File: config.mk
export PLATFORM = sky130hd
export DESIGN_NAME = regfile_sb
export DESIGN_NICKNAME = d
export VERILOG_FILES = /design/src/rtl/regfile_sb.sv
export SDC_FILE = /design/constraint.sdc
export NUM_CORES = 2
export LEC_CHECK = 0
export BUFFER_PORTS_ARGS = -buffer_cell sky130_fd_sc_hd__clkbuf_2
export CAP_MARGIN = 10
export CORE_MARGIN = 5
export CORE_UTILIZATION = 55
export DETAILED_ROUTE_END_ITERATION = 6
export PLACE_DENSITY = 0.79
export SETUP_SLACK_MARGIN = 0.5
export SLEW_MARGIN = 25
export SYNTH_ARGS = -nofsm -noshare
export SYNTH_HDL_FRONTEND = slang
export SYNTH_SLANG_ARGS = --single-unit
File: constraint.sdc
create_clock -name i_clk -period 2.3 [get_ports i_clk]
set_input_delay 0.115 -clock i_clk [delete_from_list [all_inputs] [get_ports i_clk]]
set_output_delay 0.115 -clock i_clk [all_outputs]
set_load 0.01 [all_outputs]
File: src/rtl/regfile_sb.sv
// regfile_sb: register file with 2 read ports, 1 write port and a scoreboard
// holding one pending bit per register.
//
// The pending bit for a register is set when a producer issues (i_iss/i_wi)
// and cleared when that register is written back (i_we/i_wr).
//
// Parameters
//   DATA_W    register width
//   ADDR_W    index width; the file holds 2**ADDR_W registers
//   ZERO_REG  1: register 0 reads 0, ignores writes and is never pending
//   BYPASS    1: write data is forwarded to a read port with the same index
//   RD_REG    1: read data and busy flags are registered (one-cycle latency)
//
// Ports
//   i_clk              clock; all state changes on the rising edge
//   i_clr              synchronous reset, active-high
//   i_ra, i_rb         read indices
//   o_qa, o_qb         read data
//   o_busy_a/_b        the indexed register has an outstanding producer
//   i_we, i_wr, i_d    writeback enable, index and data
//   i_iss, i_wi        issue strobe and index of the register being produced
//   o_waw              the issue targets a register that is already pending
//   o_pend             pending-bit vector; bit i belongs to register i
module regfile_sb #(
   parameter int DATA_W   = 32,
   parameter int ADDR_W   = 5,
   parameter int ZERO_REG = 1,
   parameter int BYPASS   = 1,
   parameter int RD_REG   = 0
) (
   input  logic                      i_clk,
   input  logic                      i_clr,
   input  logic [ADDR_W-1:0]         i_ra,
   input  logic [ADDR_W-1:0]         i_rb,
   output logic [DATA_W-1:0]         o_qa,
   output logic [DATA_W-1:0]         o_qb,
   output logic                      o_busy_a,
   output logic                      o_busy_b,
   input  logic                      i_we,
   input  logic [ADDR_W-1:0]         i_wr,
   input  logic [DATA_W-1:0]         i_d,
   input  logic                      i_iss,
   input  logic [ADDR_W-1:0]         i_wi,
   output logic                      o_waw,
   output logic [(1<<ADDR_W)-1:0]    o_pend
);

   localparam int NREG = 1 << ADDR_W;

   logic [DATA_W-1:0] r_mem [NREG];
   logic [NREG-1:0]   r_pend;
   logic [NREG-1:0]   w_pend_nxt;
   logic              w_wr_ok;
   logic              w_iss_ok;
   logic [DATA_W-1:0] w_qa;
   logic [DATA_W-1:0] w_qb;
   logic              w_busy_a;
   logic              w_busy_b;

   // With a hardwired zero register, writes and issues aimed at index 0 are dropped.
   assign w_wr_ok  = i_we  && !((ZERO_REG != 0) && (i_wr == '0));
   assign w_iss_ok = i_iss && !((ZERO_REG != 0) && (i_wi == '0));

   always_ff @(posedge i_clk) begin
      if (i_clr) begin
         for (int i = 0; i < NREG; i++) r_mem[i] <= '0;
      end else if (w_wr_ok) begin
         r_mem[i_wr] <= i_d;
      end
   end

   // The writeback clear is applied before the issue set, so an issue and a
   // writeback to the same index in one cycle leave the bit set for the new producer.
   always_comb begin
      w_pend_nxt = r_pend;
      if (i_we)     w_pend_nxt[i_wr] = 1'b0;
      if (w_iss_ok) w_pend_nxt[i_wi] = 1'b1;
      if (ZERO_REG != 0) w_pend_nxt[0] = 1'b0;
   end

   always_ff @(posedge i_clk) begin
      if (i_clr) r_pend <= '0;
      else       r_pend <= w_pend_nxt;
   end

   assign o_pend = r_pend;
   assign o_waw  = w_iss_ok && r_pend[i_wi];

   // Effective read values. A forwarded write also hides the busy flag, because
   // the value being read is the one that resolves the hazard.
   always_comb begin
      w_qa     = r_mem[i_ra];
      w_qb     = r_mem[i_rb];
      w_busy_a = r_pend[i_ra];
      w_busy_b = r_pend[i_rb];
      if ((ZERO_REG != 0) && (i_ra == '0)) w_qa = '0;
      if ((ZERO_REG != 0) && (i_rb == '0)) w_qb = '0;
      if ((BYPASS != 0) && i_we && (i_wr == i_ra)) begin
         w_busy_a = 1'b0;
         if (w_wr_ok) w_qa = i_d;
      end
      if ((BYPASS != 0) && i_we && (i_wr == i_rb)) begin
         w_busy_b = 1'b0;
         if (w_wr_ok) w_qb = i_d;
      end
   end

   generate
      if (RD_REG != 0) begin : g_rd_reg
         logic [DATA_W-1:0] r_qa;
         logic [DATA_W-1:0] r_qb;
         logic              r_busy_a;
         logic              r_busy_b;

         always_ff @(posedge i_clk) begin
            if (i_clr) begin
               r_qa     <= '0;
               r_qb     <= '0;
               r_busy_a <= 1'b0;
               r_busy_b <= 1'b0;
            end else begin
               r_qa     <= w_qa;
               r_qb     <= w_qb;
               r_busy_a <= w_busy_a;
               r_busy_b <= w_busy_b;
            end
         end

         assign o_qa     = r_qa;
         assign o_qb     = r_qb;
         assign o_busy_a = r_busy_a;
         assign o_busy_b = r_busy_b;
      end else begin : g_rd_comb
         assign o_qa     = w_qa;
         assign o_qb     = w_qb;
         assign o_busy_a = w_busy_a;
         assign o_busy_b = w_busy_b;
      end
   endgenerate

endmodule

==> flow_summary.toml <==
[floorplanning]
start_util_pct = 55.2
core_area_um2 = 105000
design.die.area_um2 = 112000
design.portCount = 155
die_w_um = 335
placementRows = 119
die_y_um = 335

[yosys]
synth_top_area_cell = "edfxtp_1"
synth_commonest_cells = "1024 x edfxtp_1, 997 x and2_1, 542 x mux2i_1"
syn_inst = 4398
synth.cell_area_um2 = 58000
synth_edf_count = 1024
synth_top_area_share_pct = 53.0
synthTopCellsByArea = "edfxtp_1 53%, mux4_2 11%, and2_1 11%"
synth_async_sr_flop_share_pct = 0
synth_flop_cell = "edfxtp_1"
synth_warnings = 0
yosysSeqAreaShare_pct = 54.1
synth_seq_cells = 1055
synth_area_per_cell_um2 = 13.2
synth_cell_types = 53
post-synth-top-count-cell = "edfxtp_1"

[critical_path]
reg2reg_depth = 3
end_kind = "primary output"
r2r_setup_slack_ns = 1.47
worstPathArrival_ns = 2.68
worstReg2RegEnd = "o_pend[4]$_SDFF_PP0_"
path_max_fanout = 2
r2r_start = "o_pend[4]$_SDFF_PP0_"
startpoint_type = "flop"
crit_required_ns = 2.18
worstSetupPathType = "flop to primary output"

[sta]
finalCriticalPeriod_ns = 2.79
finClkSkew_ns = 0
slew_headroom_pct = 38.1
fin_crit_sh_pct = 121
slew_violations = 0
tightest_slew_ns = 0.927
setup_viol = 67
fmax_mhz = 358
rsz0062_at_grt = "true"
worst_slack_ns = -0.492
hold_viol = 0

[final_layout]
drive_above_1_share_pct = 29.2
syn2layout_area_growth_pct = 19.5
fin_nets = 4773
finalInstanceArea_um2 = 69300
fin_util_pct = 66.0
n_fill_cell = 7044
stdcell_count = 6207

[clock_tree]
clk-insertion-delay-late_ns = 0.69
cts.htree.levels = 3
clk_pin_slew_ns = 0.07
cts.sinks = 1055
cts_buffers = 107
max-clock-path-buffers = 3
cts_root_buf = "clkbuf_16"
cts_tree = "yes"

[grt]
grt_pass1_vias = 43200
gr-usage-all-layers_pct = 35.7
antenna_found_initial = 13
grt_pass1_wl_um = 293000
overflow = 0
globalRoute.busiestLayer = "met2"
grt_use_met2_pct = 54.5
grt_start_max_net_pins = 95
use_met1_pct = 45.7
use_met3_pct = 11.7

[drt]
vias_per_cell = 6.94
drcViolationCount = 0
wl_um = 204000
wl_per_cell_um = 32.9
dr.pass1.iters = 6
drt-initial-drc-count = 6892
dr_total_vias = 43100
drtAntennaViolNets = 0

[placed_design]
hpwl_um = 131000
portBuffers = 153
dpl.cell_count = 5948
gp_congestion = 0.963
pre_cts_ws_ns = -0.478
dpl-instance-area_um2 = 64400

[hold_path]
hp-class = "input pin to flop"
hold_start = "i_clr"
hold_depth = 3
hold_end = "o_pend[21]$_SDFF_PP0_"

[status]
status = "complete, but fails checks"
violations = "negative setup slack"

[power_and_ir_drop]
irDropWorstVdd_mv = 0.601
leakagePower_nw = 25.9
p_per_area_nw_per_um2 = 687

[run]
drv_cap = 0
repair_timing:
action	in CTS	in global routing
hold buffers	8	0
pin swaps	101	32
resized for setup	212	49
setup endpoints to repair	67	69
endpoints found under the hold margin	31	0
setup buffers	29	14
how the worst max path moves through the flow:
stage,slack (ns),endpoint,cells past startpoint,start
floorplan,0.20,o_qa[18],10,i_wr[3]
global placement,-0.50,o_qa[0],9,i_ra[0]
detailed placement,-0.48,o_qa[0],9,i_ra[0]
CTS,-0.51,o_qb[3],7,r_mem[3][3]$_SDFFCE_PN0P_
global route,-0.53,o_qa[17],6,r_mem[19][17]$_SDFFCE_PN0P_
finish,-0.49,o_qa[0],7,r_mem[5][0]$_SDFFCE_PN0P_
cell usage in the layout, fill, tap and decap left out, drive strengths merged, types with 80 or more instances in the layout:
cell    instances
mux2i         542
clkbuf        261
and2          998
nor2           80
edfxtp       1024
a21oi         148
buf           492
a22oi         178
mux4          277
nand2         190
worst max-delay path, cell delays in order, from the launching register on:
cell and delay, ns:
edfxtp_1 0.41, mux4_2 0.47, nor2b_1 0.17, a211oi_4 0.38
buf_4 0.19, o41ai_2 0.07, buf_4 0.15, clkbuf_2 0.12
routing by layer:
layer | share of wire (%) | vias up
li1 | - | 17200
met1 | 33 | 21100
met2 | 45 | 3851
met3 | 15 | 887
met4 | 6.5 | 6
met5 | 0.019 | -
through the flow:
| stage | hold WS [ns] | power [mW] | setup TNS (ns) |
|---|---|---|---|
| finish | 0.00887 | 47.6 | -18.06 |
| global placement | 0.512 | 29.5 | -1.54 |
| detailed placement | 0.520 | 29.7 | -1.94 |
| CTS | 0.0190 | 47.2 | -18.12 |
| floorplan | 0.313 | 26.7 | 0 |
| global route | 0.0354 | 48.6 | -21.08 |
where the power goes:
| part | switching (mW) | internal (mW) | total (mW) |
|---|---|---|---|
| logic | 4.12 | 3.11 | 7.23 |
| clock network | 7.74 | 9.89 | 17.6 |
| registers | 0.594 | 22.1 | 22.7 |
| total | 12.4 | 35.1 | 47.6 |
layout make-up:
type	instances	area [um2]	area share, %
repair buffers	631	5940	8.58
inverters	2	7.51	0.0108
diodes	9	22.5	0.0325
well taps	1391	1740	2.51
clock buffers	130	2790	4.02
flip-flops and latches	1055	31400	45.3
clock inverters	69	699	1.01
multi-input cells	2920	26600	38.5
state kept, by name (all words and copies together) (netlist names):
name    flops
r_mem    1024
o_pend     31
logic make-up after synthesis:
group / after synthesis / share of synthesized area (%)
simple gates: 1470 / 14.7
flops: 1055 / 54.1
mux: 861 / 20.9
compound gates: 546 / 6.91
buf+inv: 455 / 3.22
xor+xnor: 10 / 0.151
other cells: 1 / 0.00647
Power figures use the tool's default switching activity.
